`src/rtl/booth_mul8_pkg.sv`:
```
// Shared types and constants for the radix-2 Booth multiplier.
package booth_mul8_pkg;

  typedef enum logic [1:0] {
    IDLE = 2'd0,
    RUN  = 2'd1,
    DONE = 2'd2
  } state_t;

  localparam int DEFAULT_WIDTH = 8;

  // The step counter must be able to hold WIDTH itself, not just WIDTH-1.
  function automatic int count_width(input int w);
    return $clog2(w + 1);
  endfunction

  localparam int CNT_W = count_width(DEFAULT_WIDTH);

endpackage

```
`src/rtl/booth_mul8_add_sub9.sv`:
```
// Combinational (W)-bit adder/subtractor used for the Booth partial-product update.
module add_sub9 #(
  parameter int W = 9
) (
  input  logic [W-1:0] a,
  input  logic [W-1:0] b,
  input  logic         sub,
  output logic [W-1:0] y
);

  always_comb begin
    y = sub ? (a - b) : (a + b);
  end

endmodule

```
`src/rtl/booth_mul8.sv`:
```
// Sequential radix-2 Booth signed multiplier: one recoding step per RUN cycle.
module booth_mul8
  import booth_mul8_pkg::*;
#(
  parameter int WIDTH = DEFAULT_WIDTH
) (
  input  logic               clk,
  input  logic               rst,
  input  logic               start,
  input  logic [WIDTH-1:0]   A,
  input  logic [WIDTH-1:0]   B,
  output logic [2*WIDTH-1:0] product,
  output logic               busy,
  output logic               done
);

  localparam int CW = count_width(WIDTH);
  localparam logic [CW-1:0] LAST = CW'(WIDTH);

  state_t           state;
  logic [WIDTH:0]   acc;
  logic [WIDTH-1:0] m_reg;
  logic [WIDTH-1:0] q_reg;
  logic             q_m1;
  logic [CW-1:0]    count;

  logic [WIDTH:0]   addend;
  logic [WIDTH:0]   sum;

  // acc is one bit wider than M so that subtracting M = -2^(WIDTH-1) cannot overflow.
  always_comb begin
    addend = (q_reg[0] ^ q_m1) ? {m_reg[WIDTH-1], m_reg} : '0;
  end

  add_sub9 #(
    .W(WIDTH + 1)
  ) u_add_sub (
    .a  (acc),
    .b  (addend),
    .sub(q_reg[0]),
    .y  (sum)
  );

  always_ff @(posedge clk) begin
    if (rst) begin
      state   <= IDLE;
      product <= '0;
      busy    <= 1'b0;
      done    <= 1'b0;
      acc     <= '0;
      q_reg   <= '0;
      m_reg   <= '0;
      q_m1    <= 1'b0;
      count   <= '0;
    end else begin
      done <= 1'b0;
      case (state)
        IDLE, DONE: begin
          if (start) begin
            m_reg <= A;
            q_reg <= B;
            acc   <= '0;
            q_m1  <= 1'b0;
            count <= '0;
            busy  <= 1'b1;
            state <= RUN;
          end else begin
            state <= IDLE;
          end
        end
        RUN: begin
          if (count == LAST) begin
            product <= {acc[WIDTH-1:0], q_reg};
            done    <= 1'b1;
            busy    <= 1'b0;
            state   <= DONE;
          end else begin
            // Arithmetic right shift of {acc, Q, q_m1} applied to the updated acc.
            acc   <= {sum[WIDTH], sum[WIDTH:1]};
            q_reg <= {sum[0], q_reg[WIDTH-1:1]};
            q_m1  <= q_reg[0];
            count <= count + 1'b1;
          end
        end
        default: state <= IDLE;
      endcase
    end
  end

endmodule

```
`config.mk`:
```
export PLATFORM = sky130hd
export DESIGN_NAME = booth_mul8
export DESIGN_NICKNAME = d
export VERILOG_FILES = /design/src/rtl/booth_mul8_pkg.sv /design/src/rtl/booth_mul8_add_sub9.sv /design/src/rtl/booth_mul8.sv
export SDC_FILE = /design/constraint.sdc
export NUM_CORES = 1
export LEC_CHECK = 0
export CORE_ASPECT_RATIO = 0.6
export CORE_MARGIN = 3
export CORE_UTILIZATION = 49
export CTS_CLUSTER_DIAMETER = 120
export DETAILED_ROUTE_END_ITERATION = 6
export PLACE_DENSITY = 0.78
export SLEW_MARGIN = 20
export SYNTH_ARGS = -nofsm -noshare
export SYNTH_HDL_FRONTEND = slang
export SYNTH_SLANG_ARGS = --single-unit
```
`constraint.sdc`:
```
create_clock -name clk -period 2.8 [get_ports clk]
set_input_delay 0.56 -clock clk [delete_from_list [all_inputs] [get_ports clk]]
set_output_delay 0.56 -clock clk [all_outputs]
set_load 0.03 [all_outputs]
```
==> run_results.csv, run 1 <==
group,metric,value,unit
outcome,status,"completed",
global_route,antenna_found_initial,0,
sta,slew_headroom,0.347,
yosys,syn_inst,322,
yosys,synthMuxAreaShare,0.0163,
floorplan,fp.dieArea,6090,um^2
worst_setup_path,setup.worst_path.class,"register to register",
worst_setup_path,crit_arrival,3.01,ns
yosys,synth_simple_gate_area_frac,0.285,
route,wl,6790,um
yosys,synth_ff_type,"dfxtp_1",
cts,cts.htree.levels,2,
cts,cts_made_buffers,5,
placed_design,globalplace.congestion,0.848,
yosys,ys_types,45,
worst_setup_path,worst_path_most_repeated_cell,"inv_1",
placed_design,io_buffers,36,
route,drt-initial-drc-count,178,
finish,layout.cells.most_common_list,"68 x nand2_1, 47 x dfxtp_1, 35 x clkdlybuf4s50_1, 33 x a21oi_1, 28 x nor2_1",
power_and_ir_drop,clkPwrFrac,0.237,
cts,cts_root_buffer,"clkbuf_8",
worst_setup_path,crit_required,3.05,ns
global_route,grt_pass1_vias,2142,
power_and_ir_drop,power_density,552,nW/um^2
route,vias,2471,
floorplan,rows,19,
cts,tritoncts,"built",
sta,setup_viol,0,
yosys,yosysTopAreaCellShare,0.388,
floorplan,start_util,0.529,
global_route,grt_max_degree,57,
finish,final_common_cell,"nand2_1",
finish,diodes,0,
floorplan,ios,37,
power_and_ir_drop,switchingPower,0.604,mW
sta,slew_violations,0,
yosys,synth_area,2530,um^2
hold_path,holdCritPathClass,"register to register",
placed_design,place_ws,-0.162,ns
sta,hold_violations,0,
yosys,synth_adder_area_share,0.0623,
global_route,overflow,0,
finish,nets,400,
global_route,grt_pass1_wl,10300,um
worst_setup_path,startpoint_type,"register",
yosys,synth_xor_area_frac,0.0208,
sta,finClkSkew,0.0128,ns
cts,ctsLongestPathBuffers,2,
route,drt_pass1_iterations,5,
yosys,syn_avg_cell_area,7.85,um^2
cts,clkTransAtPathRegs,0.09,ns
global_route,gr-usage-all-layers,0.220,
worst_setup_path,critPathCaptureType,"register",
floorplan,die_h,61.6,um
sta,final.setup.worst_slack,0.0393,ns
yosys,synth_edf_count,0,
power_and_ir_drop,combPwrFrac,0.325,
finish,area_growth_syn_to_layout,29.5,%
power_and_ir_drop,switching_share,0.334,
finish,largest_reg_flops,16,
power_and_ir_drop,leakage,1.20,nW
yosys,synth_area_leader_cell,"dfxtp_1",
sta,rsz0062_at_grt,"true",
power_and_ir_drop,ir_drop,305,uV
finish,drive_above_1_share,0.184,
cts,clk_latency,0.32,ns
power_and_ir_drop,p_total,1.81,mW
yosys,netlist_top_cells_area,"dfxtp_1 39%, nand2_1 10%, a21oi_1 7.9%",
yosys,synthArstFlopShare,0,
yosys,synth_top_family_by_area,"simple AND/OR/NAND/NOR gates",
hold_path,hold_path_depth,2,
worst_setup_path,cp_max_fo,4,
yosys,ys_warn_count,0,
sta,tightest_slew,0.979,ns
worst_setup_path,worstPathCellList,"nor2b_4 > o21ai_2 > ha_4 > inv_1 > o21ai_1 > inv_1 > ha_1 > nor2b_1 > o21ai_0 > buf_4 > a21boi_4 > a21oi_2 > or4_1 > nand3_1",
yosys,ys_ff_latch,49,
sta,hold-worst-slack,0.458,ns
worst_setup_path,slowest_stage,"dfxtp_4",
floorplan,core_area,4780,um^2
worst_setup_path,r2r_cells,14,
placed_design,dpl.hpwl,4410,um
yosys,yosysSeqAreaShare,0.388,
sta,max_freq,362,MHz
power_and_ir_drop,internal-power,1.20,mW
worst_setup_path,max_stage_delay,0.39,ns
power_and_ir_drop,seq_power_share,0.438,
job,drv_cap,0,
yosys,synth_nets,353,
route,drc,0,
sta,final.min_clock_period,2.76,ns
route,ant_nets,0,
sta,fin_crit_sh,0.986,
floorplan,die_width,98.7,um
finish,largest-register,"product",
route,wire_per_inst,15.7,um
yosys,synth_compound_area_frac,0.180,
route,vias_per_cell,5.71,
cts,cts_sinks,49,
[through the flow]
step                      utilization  cells  cell area, um^2     TNS, ns
after floorplan                     -    322             2540           0
after global placement          0.628    418             3000  -0.0000326
after detailed placement        0.628    418             3000      -0.483
after CTS                       0.651    427             3110           0
after global routing            0.686    433             3280      -0.385
final                           0.686    433             3280           0
[path summary, 6_finish.rpt]
path / to / slack [ns] / startpoint
worst max-delay path: acc[6]$_SDFFE_PP0P_ / 0.04 / q_m1$_SDFFE_PP0P_
worst min-delay path: product[6]$_SDFFE_PP0P_ / 0.46 / product[6]$_SDFFE_PP0P_
worst max register to register: acc[6]$_SDFFE_PP0P_ / 0.04 / q_m1$_SDFFE_PP0P_
worst min register to register: product[6]$_SDFFE_PP0P_ / 0.46 / product[6]$_SDFFE_PP0P_
[cell type report]
class,count,area (um^2)
Inverter,9,33.8
Sequential cell,49,988
Clock buffer,5,68.8
Multi-Input combinational cell,245,1550
Tap cell,63,78.8
Fill cell,392,1500
Timing Repair Buffer,59,536
Clock inverter,3,21.3
[power groups by stage]
stage / Combinational [mW] / Clock (mW) / Sequential, mW
4_1_cts: 0.496 / 0.436 / 0.786
6_report: 0.586 / 0.429 / 0.792
3_3_place_gp: 0.465 / 0 / 0.799
2_1_floorplan: 0.357 / 0 / 0.787
3_5_place_dp: 0.477 / 0 / 0.802
5_1_grt: 0.641 / 0.462 / 0.796
[cells in the mapped netlist (4+ instances only)]
library cell,n
xor2_1,4
inv_1,9
nand2_1,69
buf_2,8
a311oi_1,7
ha_1,11
nand4b_1,4
a21oi_1,40
nor3_1,7
clkbuf_1,9
nor2b_1,7
dfxtp_1,49
nor2_1,30
o21ai_0,9
nand3_1,15
[metal layers]
| layer | routed length (um) | vias to the layer above | GRT usage |
|---|---|---|---|
| met3 | 471 | 14 | 0.0475 |
| li1 | - | 1204 | - |
| met2 | 3000 | 91 | 0.329 |
| met4 | 101 | 0 | 0.0837 |
| met5 | 0 | - | 0 |
| met1 | 3210 | 1162 | 0.314 |
[logic make-up (layout without fill, tap and decap cells)]
logic type / after synthesis / after routing
xor gates and xnor gates: 6 / 6
buffers and inverters: 28 / 76
adders and majority gates: 12 / 12
AOI/OAI and AO/OA: 72 / 72
DFF: 49 / 49
and+or+nand+nor: 151 / 151
muxes: 4 / 4
[timing repair]
action                     in CTS  in global routing
buffers inserted                1                  6
pin swaps                       3                 13
setup endpoints to repair       6                  6
hold endpoints to repair        0                  0
hold buffers                    0                  0
resized for setup               9                 29
gates cloned                    0                  0
[worst max-delay path: cells and delay by family (launching register included)]
kind                       cells  cell delay, ns
adders and majority gates      2            0.52
and+or+nand+nor                4            0.79
DFF                            1            0.39
AOI/OAI and AO/OA              5            0.71
buffers and inverters          3            0.28
(Power assumes the default switching activity.)
==> run 2, diff against run 1 <==
- CORE_UTILIZATION: 49 -> 51
- clock period: 2.8 -> 2.62 ns (I/O delays scaled with it)
==> run 2 against run 1 <==
Compared with the run above:
- the flow now finishes with violations (negative setup slack)
- critical path depth down 1
- cell area grew 1.7%
- first-iteration DRC count is 16% lower
- global-route usage grew 1.2 points
- via count is 1.2% lower
- die area shrank 3.6%
- combinational power grew 20%
- wire length is 2.3% lower
- clock-buffer cell count grew 2
- utilization increased by 2.6 points
- critical path type unchanged
- critical endpoint is now acc[7]$_SDFFE_PP0P_
- largest cell class unchanged
==> run_results.csv, run 2 (same netlist as run 1, synthesis figures left out) <==
group,metric,value,unit
worst_setup_path,crit_end,"acc[7]$_SDFFE_PP0P_",
outcome,status,"finished, violations left",
sta,finClkSkew,0.00475,ns
sta,final.min_clock_period,2.67,ns
route,wire_per_inst,15.0,um
floorplan,fp.dieArea,5870,um^2
finish,multi_input_area,1550,um^2
floorplan,die_h,60.5,um
sta,setup_viol,3,
sta,setup_tns,-0.0691,ns
worst_setup_path,setup.worst_path.class,"register to register",
route,drt-initial-drc-count,150,
floorplan,start_util,0.540,
finish,nets,408,
cts,cts.htree.levels,2,
finish,register_area,986,um^2
finish,largest_reg_flops,16,
global_route,gr-usage-all-layers,0.232,
global_route,antenna_found_initial,0,
worst_setup_path,max_stage_delay,0.37,ns
worst_setup_path,timing.rr.end,"acc[7]$_SDFFE_PP0P_",
sta,hold-worst-slack,0.456,ns
sta,rsz0062_at_grt,"true",
sta,hold_violations,0,
finish,layout.cells.most_common_list,"69 x nand2_1, 47 x dfxtp_1, 35 x clkdlybuf4s50_1, 34 x a21oi_1, 30 x nor2_1",
cts,clk_latency,0.30,ns
cts,tritoncts,"built",
cts,clkTransAtPathRegs,0.09,ns
route,vias,2441,
floorplan,core_area,4680,um^2
sta,final.setup.worst_slack,-0.0451,ns
sta,max_freq,375,MHz
placed_design,io_buffers,36,
cts,cts_made_buffers,5,
power_and_ir_drop,leakage,1.24,nW
worst_setup_path,worstPathCellList,"nor2b_4 > o21ai_4 > ha_4 > nand3_2 > o21a_1 > o22a_1 > ha_4 > nor2b_4 > o21a_1 > a31oi_4 > mux2i_1 > o21ai_1 > o311ai_1",
placed_design,globalplace.congestion,0.906,
sta,slew_headroom,0.362,
outcome,violations,"negative setup slack",
global_route,overflow,0,
sta,fin_crit_sh,1.02,
route,drt_pass1_iterations,5,
route,wl,6630,um
finish,fillers,382,
worst_setup_path,crit_start,"q_m1$_SDFFE_PP0P_",
hold_path,holdCritPathClass,"register to register",
worst_setup_path,crit_arrival,2.87,ns
finish,largest-register,"product",
finish,final_common_cell,"nand2_1",
route,ant_nets,0,
worst_setup_path,slowest_stage,"dfxtp_4",
placed_design,dpl.hpwl,4530,um
worst_setup_path,critPathCaptureType,"register",
job,drv_cap,0,
power_and_ir_drop,power_density,594,nW/um^2
finish,diodes,0,
finish,drive_above_1_share,0.185,
cts,cts_sinks,49,
power_and_ir_drop,ir_drop,381,uV
global_route,grt_max_degree,57,
finish,area_growth_syn_to_layout,31.7,%
global_route,grt_pass1_wl,10800,um
worst_setup_path,worst_r2r_startpoint,"q_m1$_SDFFE_PP0P_",
floorplan,ios,37,
route,drc,0,
worst_setup_path,crit_required,2.83,ns
finish,final_util,0.711,
sta,tightest_slew,0.957,ns
worst_setup_path,r2r_setup_slack,-0.05,ns
route,vias_per_cell,5.54,
global_route,grt_pass1_vias,2145,
worst_setup_path,cp_max_fo,6,
floorplan,die_width,96.9,um
sta,slew_violations,0,
floorplan,rows,19,
worst_setup_path,startpoint_type,"register",
worst_setup_path,r2r_cells,13,
cts,cts_root_buffer,"clkbuf_8",
cts,ctsLongestPathBuffers,2,
run 2: layout make-up:
cell class / count / area share
flip-flops and latches: 49 / 0.296
repair buffers: 67 / 0.180
multi-input cells: 245 / 0.465
clock inverters: 1 / 0.00225
clock buffers: 7 / 0.0229
well taps: 63 / 0.0237
inverters: 9 / 0.0101
run 2: metal layers:
layer	track usage	up-vias	wire, um
li1	-	1221	-
met1	0.359	1140	3510
met2	0.327	75	2680
met3	0.0528	5	407
met4	0.0460	0	34
met5	0	-	0
run 2: what timing repair did:
item / 4_1_cts / 5_1_grt
endpoints found under the hold margin: 0 / 0
endpoints found under the setup margin: 6 / 6
hold buffers: 0 / 0
setup buffers: 5 / 6
pin swaps: 6 / 7
gates resized for setup: 11 / 19
run 2: worst max-delay path, delay by kind of cell, from the launching register on:
kind            cells  cell delay (ns)
fa+ha+maj           2             0.43
mux                 1             0.28
simple gates        3             0.34
compound gates      7             1.14
flops               1             0.37
run 2: per-stage QoR:
| stage | worst slack (ns) | instance area [um^2] | cells | total power [mW] |
|---|---|---|---|---|
| final | -0.0451 | 3330 | 441 | 1.98 |
| after global routing | -0.117 | 3330 | 441 | 2.07 |
| after detailed placement | -0.131 | 3050 | 422 | 1.41 |
| after CTS | 0.00350 | 3220 | 435 | 1.88 |
| after global placement | -0.0531 | 3050 | 422 | 1.39 |
| after floorplan | -0.00868 | 2570 | 322 | 1.24 |
run 2: worst min path at each step:
stage,start,end,slack (ns),cells after the start
global route,product[7]$_SDFFE_PP0P_,product[7]$_SDFFE_PP0P_,0.48,2
floorplan,acc[0]$_SDFFE_PP0P_,product[8]$_SDFFE_PP0P_,0.45,2
detailed placement,product[4]$_SDFFE_PP0P_,product[4]$_SDFFE_PP0P_,0.45,2
finish,product[4]$_SDFFE_PP0P_,product[4]$_SDFFE_PP0P_,0.46,2
CTS,product[4]$_SDFFE_PP0P_,product[4]$_SDFFE_PP0P_,0.46,2
global placement,product[1]$_SDFFE_PP0P_,product[1]$_SDFFE_PP0P_,0.44,2
run 2: where the power goes:
part,total (mW),internal (mW),switching (mW)
Clock,0.439,0.189,0.250
Combinational,0.701,0.356,0.346
Sequential,0.838,0.788,0.0501
